### src/rtl/key_director.sv
// Direction-key front end: debounces the four WASD HID keycodes across frames and
// drives the most recently pressed key that is still held to the ball controller.
module key_director #(
    parameter int unsigned DEB_FRAMES = 2
) (
    input  logic        frame_clk,
    input  logic        Reset,
    input  logic [47:0] keys_in,
    output logic [7:0]  keycode,
    output logic        dir_valid,
    output logic        dir_change
);

    typedef enum logic [1:0] {
        KEY_A = 2'd0,
        KEY_D = 2'd1,
        KEY_S = 2'd2,
        KEY_W = 2'd3
    } key_idx_e;

    function automatic logic [7:0] key_code(input logic [1:0] idx);
        case (key_idx_e'(idx))
            KEY_A:   key_code = 8'h04;
            KEY_D:   key_code = 8'h07;
            KEY_S:   key_code = 8'h16;
            default: key_code = 8'h1A;
        endcase
    endfunction

    logic [3:0]       raw;
    logic             rollover;
    logic [3:0]       raw_eff;
    logic [3:0]       db;
    logic [3:0]       db_prev;
    logic [3:0][2:0]  cnt;
    logic [3:0][1:0]  stack;
    logic [2:0]       depth;
    logic [3:0][1:0]  n_stack;
    logic [2:0]       n_depth;
    logic [7:0]       n_keycode;
    logic [3:0]       rose;
    logic [3:0]       fell;

    always_comb begin
        raw      = '0;
        rollover = 1'b0;
        for (int unsigned s = 0; s < 6; s++) begin
            if (keys_in[8*s +: 8] == 8'h01)
                rollover = 1'b1;
            for (int unsigned k = 0; k < 4; k++) begin
                if (keys_in[8*s +: 8] == key_code(k[1:0]))
                    raw[k] = 1'b1;
            end
        end
        // ErrorRollOver freezes the frame: pretend every key matches its debounced state
        raw_eff = rollover ? db : raw;
    end

    always_ff @(posedge frame_clk or posedge Reset) begin
        if (Reset) begin
            db  <= '0;
            cnt <= '0;
        end else begin
            for (int unsigned i = 0; i < 4; i++) begin
                if (raw_eff[i] == db[i]) begin
                    cnt[i] <= '0;
                end else if (cnt[i] == 3'(DEB_FRAMES - 1)) begin
                    db[i]  <= raw_eff[i];
                    cnt[i] <= '0;
                end else begin
                    cnt[i] <= cnt[i] + 3'd1;
                end
            end
        end
    end

    assign rose = db & ~db_prev;
    assign fell = ~db & db_prev;

    // Compact out released keys (order kept), then push new presses A..W so W lands on top.
    always_comb begin
        n_stack = '0;
        n_depth = '0;
        for (int unsigned e = 0; e < 4; e++) begin
            if ((3'(e) < depth) && !fell[stack[e]] && (n_depth < 3'd4)) begin
                n_stack[n_depth[1:0]] = stack[e];
                n_depth = n_depth + 3'd1;
            end
        end
        for (int unsigned k = 0; k < 4; k++) begin
            if (rose[k] && (n_depth < 3'd4)) begin
                n_stack[n_depth[1:0]] = k[1:0];
                n_depth = n_depth + 3'd1;
            end
        end
        n_keycode = '0;
        if (n_depth != 3'd0)
            n_keycode = key_code(n_stack[2'(n_depth - 3'd1)]);
    end

    always_ff @(posedge frame_clk or posedge Reset) begin
        if (Reset) begin
            db_prev    <= '0;
            stack      <= '0;
            depth      <= '0;
            keycode    <= '0;
            dir_valid  <= 1'b0;
            dir_change <= 1'b0;
        end else begin
            db_prev    <= db;
            stack      <= n_stack;
            depth      <= n_depth;
            keycode    <= n_keycode;
            dir_valid  <= (n_keycode != 8'h00);
            dir_change <= (n_keycode != keycode);
        end
    end

endmodule

### config.mk
export PLATFORM = sky130hd
export DESIGN_NAME = key_director
export DESIGN_NICKNAME = d
export VERILOG_FILES = /design/src/rtl/key_director.sv
export SDC_FILE = /design/constraint.sdc
export NUM_CORES = 1
export LEC_CHECK = 0
export BUFFER_PORTS_ARGS = -buffer_cell sky130_fd_sc_hd__buf_2
export CAP_MARGIN = 15
export CORE_UTILIZATION = 57
export DETAILED_ROUTE_END_ITERATION = 10
export GPL_ROUTABILITY_DRIVEN = 0
export PLACE_DENSITY_LB_ADDON = 0.12
export SETUP_SLACK_MARGIN = 0.05
export SYNTH_ARGS = -nofsm -noshare
export SYNTH_HDL_FRONTEND = slang
export SYNTH_SLANG_ARGS = --single-unit
### constraint.sdc
create_clock -name frame_clk -period 8.5 [get_ports frame_clk]
set_input_delay 0.425 -clock frame_clk [delete_from_list [all_inputs] [get_ports frame_clk]]
set_output_delay 0.425 -clock frame_clk [all_outputs]
set_load 0.01 [all_outputs]
After elaboration in Yosys (flattened, before gate mapping) --
Index checks and enable logic that the tools add are counted.
Word-level totals: register bits 41, memory bits (writable) 0, memories 0, bits in latches 0, ROM bits 0
Operators by class: reductions and logical operators 29, multipliers 0, shift operators 0, div/mod/pow operators 0, order comparisons 30, bitwise operators 17, add/sub/neg operators 12, mux-type cells 84, equal/unequal tests 41
Operator list (number):
- $eq A8 B3 Y1 const B | 12
- $eq A8 B5 Y1 const B | 12
- $mux W8 | 7
- $eq A8 B1 Y1 const B | 6
- $mux W3 | 15
- $lt A2 B3 Y1 const B | 12
- $mux W1 | 35
- $add A3 B1 Y3 const B | 11
- $demux W2 S2 | 7
- $bwmux W8 | 3
- $lt A3 B3 Y1 const B | 7
- $logic_and A1 B1 Y1 | 18
- $mux W2 | 9
- $and A4 B4 Y4 | 4
- $not A4 Y4 | 4
- $pmux W5 S3 | 1
- $ge A2 B1 Y1 const B | 7
- $eq A3 B1 Y1 const B | 4
- $and A8 B8 Y8 | 1
- $bmux W1 S2 | 4
- $ne A8 B8 Y1 | 1
- $not A8 Y8 | 1
- $or A4 B4 Y4 | 2
- $or A8 B8 Y8 | 1
- 15 further kinds | 29

Logic depth before layout (Yosys ltp) --
Gate-level depths: netlist (run 1).
depth after elaboration 37, mapped depth 30

Least setup slack after synthesis (run 1) --
Ideal clock, no wire load.
path type register to register, start register db_prev[3], end register dir_change, clock period less this slack 6433 ps, path buffers 1, setup time 122 ps, required time 8378 ps, arrival time 6311 ps, stages on the path, launching flop included 28, path slack 2067 ps, cells stage by stage dfrtp_1 nor2b_1 mux4_2 nor2_1 ha_1 xnor2_2 inv_1 ha_1 nand2_1 o21ai_0 ha_1 mux2_2 ha_1 a22oi_1 and2_1 and3_1 buf_2 xor2_2 xnor2_4 inv_1 ha_1 mux2i_1 ha_1 mux4_2 or4_1 a21oi_1 nor2b_1 a32o_1
Between the ends: longest elaborated chain between the ends 36, elaborated cells on any way between the ends 113, classes of those cells 8 x add/sub; 21 x order compare; 3 x eq/ne; 45 x mux; 12 x bitwise; 24 x reduce/logical
RTL lines:
- from (decl) | line 34 | logic [3:0] db_prev;
- from (signal assigned) | line 103 | db_prev <= '0;
- from (signal assigned) | line 110 | db_prev <= db;
- $and A4 B4 Y4 | line 78 | assign fell = ~db & db_prev;
- $bmux W1 S2 | line 85 | if ((3'(e) < depth) && !fell[stack[e]] && (n_depth < 3'd4)) begin
- $mux W1 (not written as such) | line 85
- $logic_not A1 Y1 | line 85
- $logic_and A1 B1 Y1 | line 85
- $mux W1 | line 85
- $lt A3 B3 Y1 | line 85
- $logic_and A1 B1 Y1 | line 85
- [... 20 more ...]
- $or A8 B8 Y8 (no source line)
- $mux W8 | line 91 | if (rose[k] && (n_depth < 3'd4)) begin
- $bmux W2 S2 | line 98 | n_keycode = key_code(n_stack[2'(n_depth - 3'd1)]);
- $mux W2 (not written as such) | line 98
- $eq A2 B2 Y1, or another cell as far along | line 22 | case (key_idx_e'(idx))
- $pmux W5 S3 | line 22
- $mux W5 * | line 97 | if (n_depth != 3'd0)
- $ne A8 B8 Y1 * | line 115 | dir_change <= (n_keycode != keycode);
- to (signal assigned) | line 115
- to (decl) | line 11 | output logic dir_change
Mark *: on every way between the ends. The rest lies on a longest branch, timed or not. The select of a mux whose other input is x is not followed. A chain may end at the register's enable or synchronous reset.

Worst setup path in the final report (run 1) --
start register db[3], end register dir_change
Between the ends: longest elaborated chain between the ends 37, elaborated cells on any way between the ends 113, classes of those cells 8 x add/sub; 21 x order compare; 3 x eq/ne; 45 x mux; 12 x bitwise; 24 x reduce/logical
RTL lines:
- from (decl) | line 33 | logic [3:0] db;
- from (signal, indexed assignment) | line 68 | db[i] <= raw_eff[i];
- $not A4 Y4 | line 78
- $and A4 B4 Y4 | line 78
- $bmux W1 S2 | line 85
- $mux W1 (not written as such) | line 85
- $logic_not A1 Y1 | line 85
- $logic_and A1 B1 Y1 | line 85
- $mux W1 | line 85
- $lt A3 B3 Y1 | line 85
- [... 21 more ...]
- $or A8 B8 Y8 (no source line)
- $mux W8 | line 91
- $bmux W2 S2 | line 98
- $mux W2 (not written as such) | line 98
- $eq A2 B2 Y1, or another cell as far along | line 22
- $pmux W5 S3 | line 22
- $mux W5 * | line 97
- $ne A8 B8 Y1 * | line 115
Marks and branches as above.

==> metrics.md, run 1 <==
| Metric | Value |
|---|---|
| Post-synthesis mux area share | 0.0805 |
| Initial core utilization | 0.593 |
| Initial drt markers | 184 |
| RSZ-0062 raised after global routing | false |
| Setup TNS | 0 ps |
| Pwr Density | 358 mW/mm^2 |
| Synth Area in XOR/XNOR | 0.0502 |
| Compound-Gate Fraction of Synth Area | 0.116 |
| P_leak | 1.77 nW |
| Top cell family by delay on the critical path | simple AND/OR/NAND/NOR gates |
| Slew Limit Fails | 0 |
| NumNets Final | 506 |
| Vias/cell | 5.97 |
| Layout area overhead | 14.3% |
| Number of remaining DRC errors | 0 |
| Data arrival, critical path | 7290 ps |
| Worst-margin pin slew | 723 ps |
| Number of diodes | 0 |
| Crit start category | register |
| Crit Path Max Fanout | 9 |
| Number of detailed-route iterations in the first pass | 5 |
| Worst Hold Class | in2async |
| Period Utilization, post-route | 0.836 |
| Final instance count without filler cells | 506 |
| Slowest library cell on the worst path | or4_1 |
| Worst setup EP type | register |
| Synthesized area per cell | 8.71 um^2 |
| Post-Route WL | 7420 um |
| Core Region | 0.00551 mm^2 |
| Main combinational cell family by area after synthesis | simple AND/OR/NAND/NOR gates |
| Largest net degree at the start of global routing | 39 |
| Total global routing overflow | 0 |
| Die Y | 77.7 um |
| Resized cells post-CTS | 0 |
| Antenna violations before repair | 0 |
| Largest cells by area after synthesis | dfrtp_1, ha_1, nand2_1, nor2_1, nand3b_1 |
| Max transition margin | 0.517 |
| Root Driver | clkbuf_8 |
| Total CTS buffers | 5 |
| Cell with the most instances after synthesis | dfrtp_1 |
| Synth Register Bits | 38 |
| # setup viols final | 0 |
| Clock Tree Buf Depth | 2 |
| Skew final | 9.26 ps |
| Clock transition at path regs | 80 ps |
| Simple-gate portion of the synthesized area | 0.324 |
| ANT nets after route | 0 |
| F_max | 0.141 GHz |
| Worst path max stage delay | 520 ps |
| Vias | 3022 |
| Row count | 27 |
| Top cells by count, synth | dfrtp_1, nand2_1, nor2_1, inv_1, ha_1 |
| Tmin final | 7110 ps |
| Register area share after synthesis | 0.291 |
| Die extent in x | 77.7 um |
| Synth area leader | dfrtp_1 |
| Share of layout cells above drive strength 1 | 0.196 |
| Die area | 0.00604 mm^2 |
| # clock sinks | 38 |
| Detail Placement HPWL | 5990 um |
| Post-CTS setup buffers | 0 |
| Vias in the first global route | 2793 |
| Top cell type's share of synthesized area | 0.291 |
| DP Area | 0.00360 mm^2 |
| Yosys cell types | 58 |
| CTS Hold Bufs | 0 |
| Post-Syn Instances | 375 |
| Fillers | 468 |
| Most frequent CP cell | ha_1 |
| Post-synth ARST share | 1.00 |
| Crit path required time | 8690 ps |
| Final hold vios | 0 |
| Worst vdd ir | 263 uV |
| Hold Worst Slack | 228 ps |
| PortBufs | 56 |
| Multi-input logic area | 0.00216 mm^2 |
| Max cap viols | 0 |
| Synth warnings | 0 |
| WS Path Type | reg2reg |
| EDFF count, synth | 0 |
| Flip-flop and latch area | 951 um^2 |
| Synth Area in Adders | 0.0881 |
| Fin util | 0.678 |
| Status | finished, final reports clean |
| TritonCTS clock tree | done |
| Routed WL per cell | 14.7 um |
| Synth Flop Type | dfrtp_1 |
| Synthesized area | 0.00327 mm^2 |
| Pre-CTS setup slack | 1460 ps |
| Worst skew pair latency | 290 ps |
| Placed insts | 498 |
| I/O pin count | 60 |
| Pwr Total | 1.34 mW |
| Htree depth | 2 |
| First-pass GRT wire length | 12500 um |
| CP bufs+invs | 1 |
| GRT Resource Usage Total | 0.263 |
| Post-route cell area | 0.00373 mm^2 |
| Final Worst Setup Slack | 1390 ps |
==> power breakdown <==
group	total, mW	internal (mW)	switching [mW]	leakage (nW)
sequential	0.256	0.219	0.0366	0.511
combinational	0.899	0.367	0.532	1.19
clock	0.183	0.118	0.0651	0.0683
==> per-layer routing <==
layer,wire [um],GRT usage
met5,0,0
met4,150,0.0962
met3,429,0.0494
met2,3560,0.439
met1,3280,0.338
==> cells in the final DEF, fill, tap and decap left out, drive strengths merged, types with 9 or more instances in the layout <==
cell type  netlist  routed
a21oi           11      11
buf              7      57
dfrtp           38      38
ha              23      23
inv             28      28
mux2i           10      10
nand2           34      34
nand2b          17      17
nand3           17      17
nand3b          16      16
nand4            9       9
nor2            33      33
nor2b           14      14
nor4            12      12
o21ai            9       9
xor2             9       9
==> cells by family (layout without fill, tap and decap cells) <==
kind of cell / after synthesis / in the layout
multiplexers: 19 / 19
XOR/XNOR: 14 / 14
buffers and inverters: 36 / 93
flip-flops: 38 / 38
other: 1 / 3
AND/OR/NAND/NOR: 191 / 191
adder cells (fa/ha/maj): 23 / 23
AO/OA/AOI/OAI: 53 / 53
==> registers in the layout, indices dropped and copies added (netlist names) <==
signal and flops:
db 4, depth 3, keycode 5, db_prev 4, dir_valid 1, cnt 12
dir_change 1, stack 8
==> worst min-delay path, cell delays in order <==
cell   delay, ps
buf_2        100
inv_1         40
buf_4        400
==> worst paths after layout <==
kind                                   end   from  cells after the start  slack [ps]
worst max-delay path            dir_change  db[3]                     25        1390
worst min-delay path            keycode[1]  Reset                      3         230
worst max register to register  dir_change  db[3]                     25        1390
worst min register to register  db_prev[1]  db[1]                      0         460
max in group asynchronous           cnt[5]  Reset                      3        7940
min in group frame_clk          db_prev[1]  db[1]                      0         460
==> final cells by class <==
| cell class | count | area share |
|---|---|---|
| multi-input combinational | 303 | 0.579 |
| clock buffer | 5 | 0.0184 |
| clock inverter | 3 | 0.0184 |
| sequential | 38 | 0.255 |
| tap | 72 | 0.0241 |
| inverter | 28 | 0.0282 |
| timing repair buffer | 57 | 0.0771 |
Power figures use the tool's default switching activity.
==> run 2: changes to the inputs <==
Clock period 8.5 ns to 7.1 ns, I/O delays scaled along.
==> run 2 against run 1 <==
  * Power increased by 29%
  * Design area increased by 2.4%
  * Setup slack got worse by 1000 ps
  * Fmax increased by 5.5%
  * Die area unchanged
  * Non-clock buffer count increased by 8
  * Largest power group unchanged
==> metrics.md, run 2 (synthesis gave the netlist of run 1 again) <==
| Metric | Value |
|---|---|
| Clock power frac | 0.127 (-0.010) |
| Final hold vios | 0 (unchanged) |
| Setup TNS | 0 ps (unchanged) |
| Routed WL per cell | 14.7 um (+0.39%) |
| Worst setup EP type | register |
| Total CTS buffers | 5 (unchanged) |
| Crit start category | register |
| Clock Tree Buf Depth | 2 (unchanged) |
| Post-route cell area | 0.00382 mm^2 (+2.4%) |
| WS Path Type | reg2reg |
| Worst vdd ir | 380 uV (+45%) |
| I/O pin count | 60 (unchanged) |
| Initial core utilization | 0.593 (unchanged) |
| Placed insts | 502 (+0.80%) |
| Die extent in x | 77.7 um (unchanged) |
| Most frequent cells in the layout | buf_2, dfrtp_1, nand2_1 |
| Worst Hold Class | in2async |
| Vias in the first global route | 2864 (+2.5%) |
| Total global routing overflow | 0 (unchanged) |
| Max transition margin | 0.536 (+0.0194) |
| Core Region | 0.00551 mm^2 (unchanged) |
| # setup viols final | 0 (unchanged) |
| Data arrival, critical path | 6920 ps (-370 ps) |
| Number of remaining DRC errors | 0 (unchanged) |
| Max cap viols | 0 (unchanged) |
| Vias | 3031 (+0.30%) |
| Worst-margin pin slew | 694 ps (-29.0 ps) |
| Multi-input logic area | 0.00219 mm^2 (+1.3%) |
| Skew final | 5.22 ps (-4.04 ps) |
| Final instance count without filler cells | 514 (+1.6%) |
| Vias/cell | 5.90 (-1.3%) |
| Largest net degree at the start of global routing | 39 (unchanged) |
| Fillers | 446 (-4.7%) |
| Share of layout cells above drive strength 1 | 0.219 (+0.0236) |
| Number of diodes | 0 (unchanged) |
| Die area | 0.00604 mm^2 (unchanged) |
| Root Driver | clkbuf_8 |
| NumNets Final | 514 (+1.6%) |
| Detail Placement HPWL | 6030 um (+0.72%) |
| Die Y | 77.7 um (unchanged) |
| Post-Route WL | 7570 um (+2.0%) |
| P_leak | 1.81 nW (+2.3%) |
| Max reg flops | 12 (unchanged) |
| Sequential share of power | 0.174 (-0.017) |
| Layout area overhead | 17.1% |
| Antenna violations before repair | 0 (unchanged) |
| Gate power share | 0.700 (+0.028) |
| GRT Resource Usage Total | 0.271 (+0.00807) |
| Biggest regs | cnt (12), stack (8), keycode (5) |
| First-pass GRT wire length | 13000 um (+4.0%) |
| TritonCTS clock tree | done |
| Pwr Density | 451 mW/mm^2 (+26%) |
| Period Utilization, post-route | 0.949 (+0.113) |
| Slew Limit Fails | 0 (unchanged) |
| Status | finished, final reports clean |
| DP Area | 0.00363 mm^2 (+0.84%) |
| Commonest non-fill, non-tap cell in the layout | buf_2 |
| Clock transition at path regs | 80 ps (about the same) |
| Switch share | 0.459 (-0.0145) |
| Initial drt markers | 194 (+5.4%) |
| Hold Worst Slack | 154 ps (-73.3 ps) |
| Tmin final | 6730 ps (-371 ps) |
| Number of detailed-route iterations in the first pass | 4 (-1) |
| Worst skew pair latency | 290 ps (about the same) |
| Biggest register | cnt |
| Row count | 27 (unchanged) |
| PortBufs | 56 (unchanged) |
| Crit path required time | 7280 ps (-1410 ps) |
| F_max | 0.148 GHz (+5.5%) |
| Htree depth | 2 (unchanged) |
| RSZ-0062 raised after global routing | false |
| Net Sw Power | 0.792 mW (+25%) |
| Flip-flop and latch area | 952 um^2 (+0.13%) |
| # clock sinks | 38 (unchanged) |
| Internal power | 0.934 mW (+33%) |
| CTS Hold Bufs | 0 (unchanged) |
| Crit Path Max Fanout | 8 (-1) |
| ANT nets after route | 0 (unchanged) |
## run 2: cell count changes in the layout (fill, tap and decap cells not counted), sizes merged
cell  delta
buf      +8
## run 2: cell type report
type,instances,area share
multi-input cells,303,0.573
flip-flops and latches,38,0.249
repair buffers,65,0.0910
inverters,28,0.0275
well taps,72,0.0236
clock buffers,5,0.0180
clock inverters,3,0.0180
## run 2: worst paths after layout
check                      startpoint         end  slack (ps)  cells past startpoint
max                        db_prev[3]  dir_change         370                     26
min                             Reset      cnt[0]         150                      3
max reg2reg                db_prev[3]  dir_change         370                     26
min reg2reg                     db[1]  db_prev[1]         470                      0
max in group asynchronous       Reset       db[3]        6590                      3
min in group frame_clk          db[1]  db_prev[1]         470                      0
## run 2: metal layers
layer | track usage | vias up | part of all wire
li1 | - | 1481 | -
met1 | 0.372 | 1426 | 0.45
met2 | 0.449 | 105 | 0.49
met3 | 0.0365 | 19 | 0.051
met4 | 0.0717 | 0 | 0.015
met5 | 0 | - | 0
## run 2: per-stage QoR
step	utilization	power [mW]	setup WS, ps
4_1_cts	0.683	1.62	74.4
3_3_place_gp	0.658	1.36	345
6_report	0.694	1.73	365
5_1_grt	0.694	1.88	31.8
2_1_floorplan	-	1.14	667
3_5_place_dp	0.658	1.39	80.9
## run 2: power groups by stage
stage	logic (mW)	clock network, mW	registers [mW]
3_3_place_gp	1.06	0	0.302
4_1_cts	1.10	0.225	0.299
2_1_floorplan	0.835	0	0.301
3_5_place_dp	1.09	0	0.303
6_report	1.21	0.219	0.300
5_1_grt	1.34	0.230	0.307
## run 2: repair_timing
action | 4_1_cts | 5_1_grt
gates resized for setup | 0 | 8
endpoints found under the setup margin | 0 | 1
setup buffers | 0 | 4
## run 2: worst max-delay path: stages, from the launching register on
cell and delay (ps):
dfrtp_1 390, nor2b_2 200, mux4_2 500, nor2_2 220
ha_1 350, xnor2_4 240, inv_1 100, ha_1 280
nand2_1 40, o21ai_1 160, ha_1 280, mux2_2 280
ha_1 200, a22oi_1 230, and2_1 190, and3_2 310
xor2_4 220, xnor2_4 170, inv_1 90, ha_1 220
a22o_1 220, nand2b_1 170, mux4_2 570, or4_1 550
a21oi_1 170, nor2b_1 60, a32o_1 190
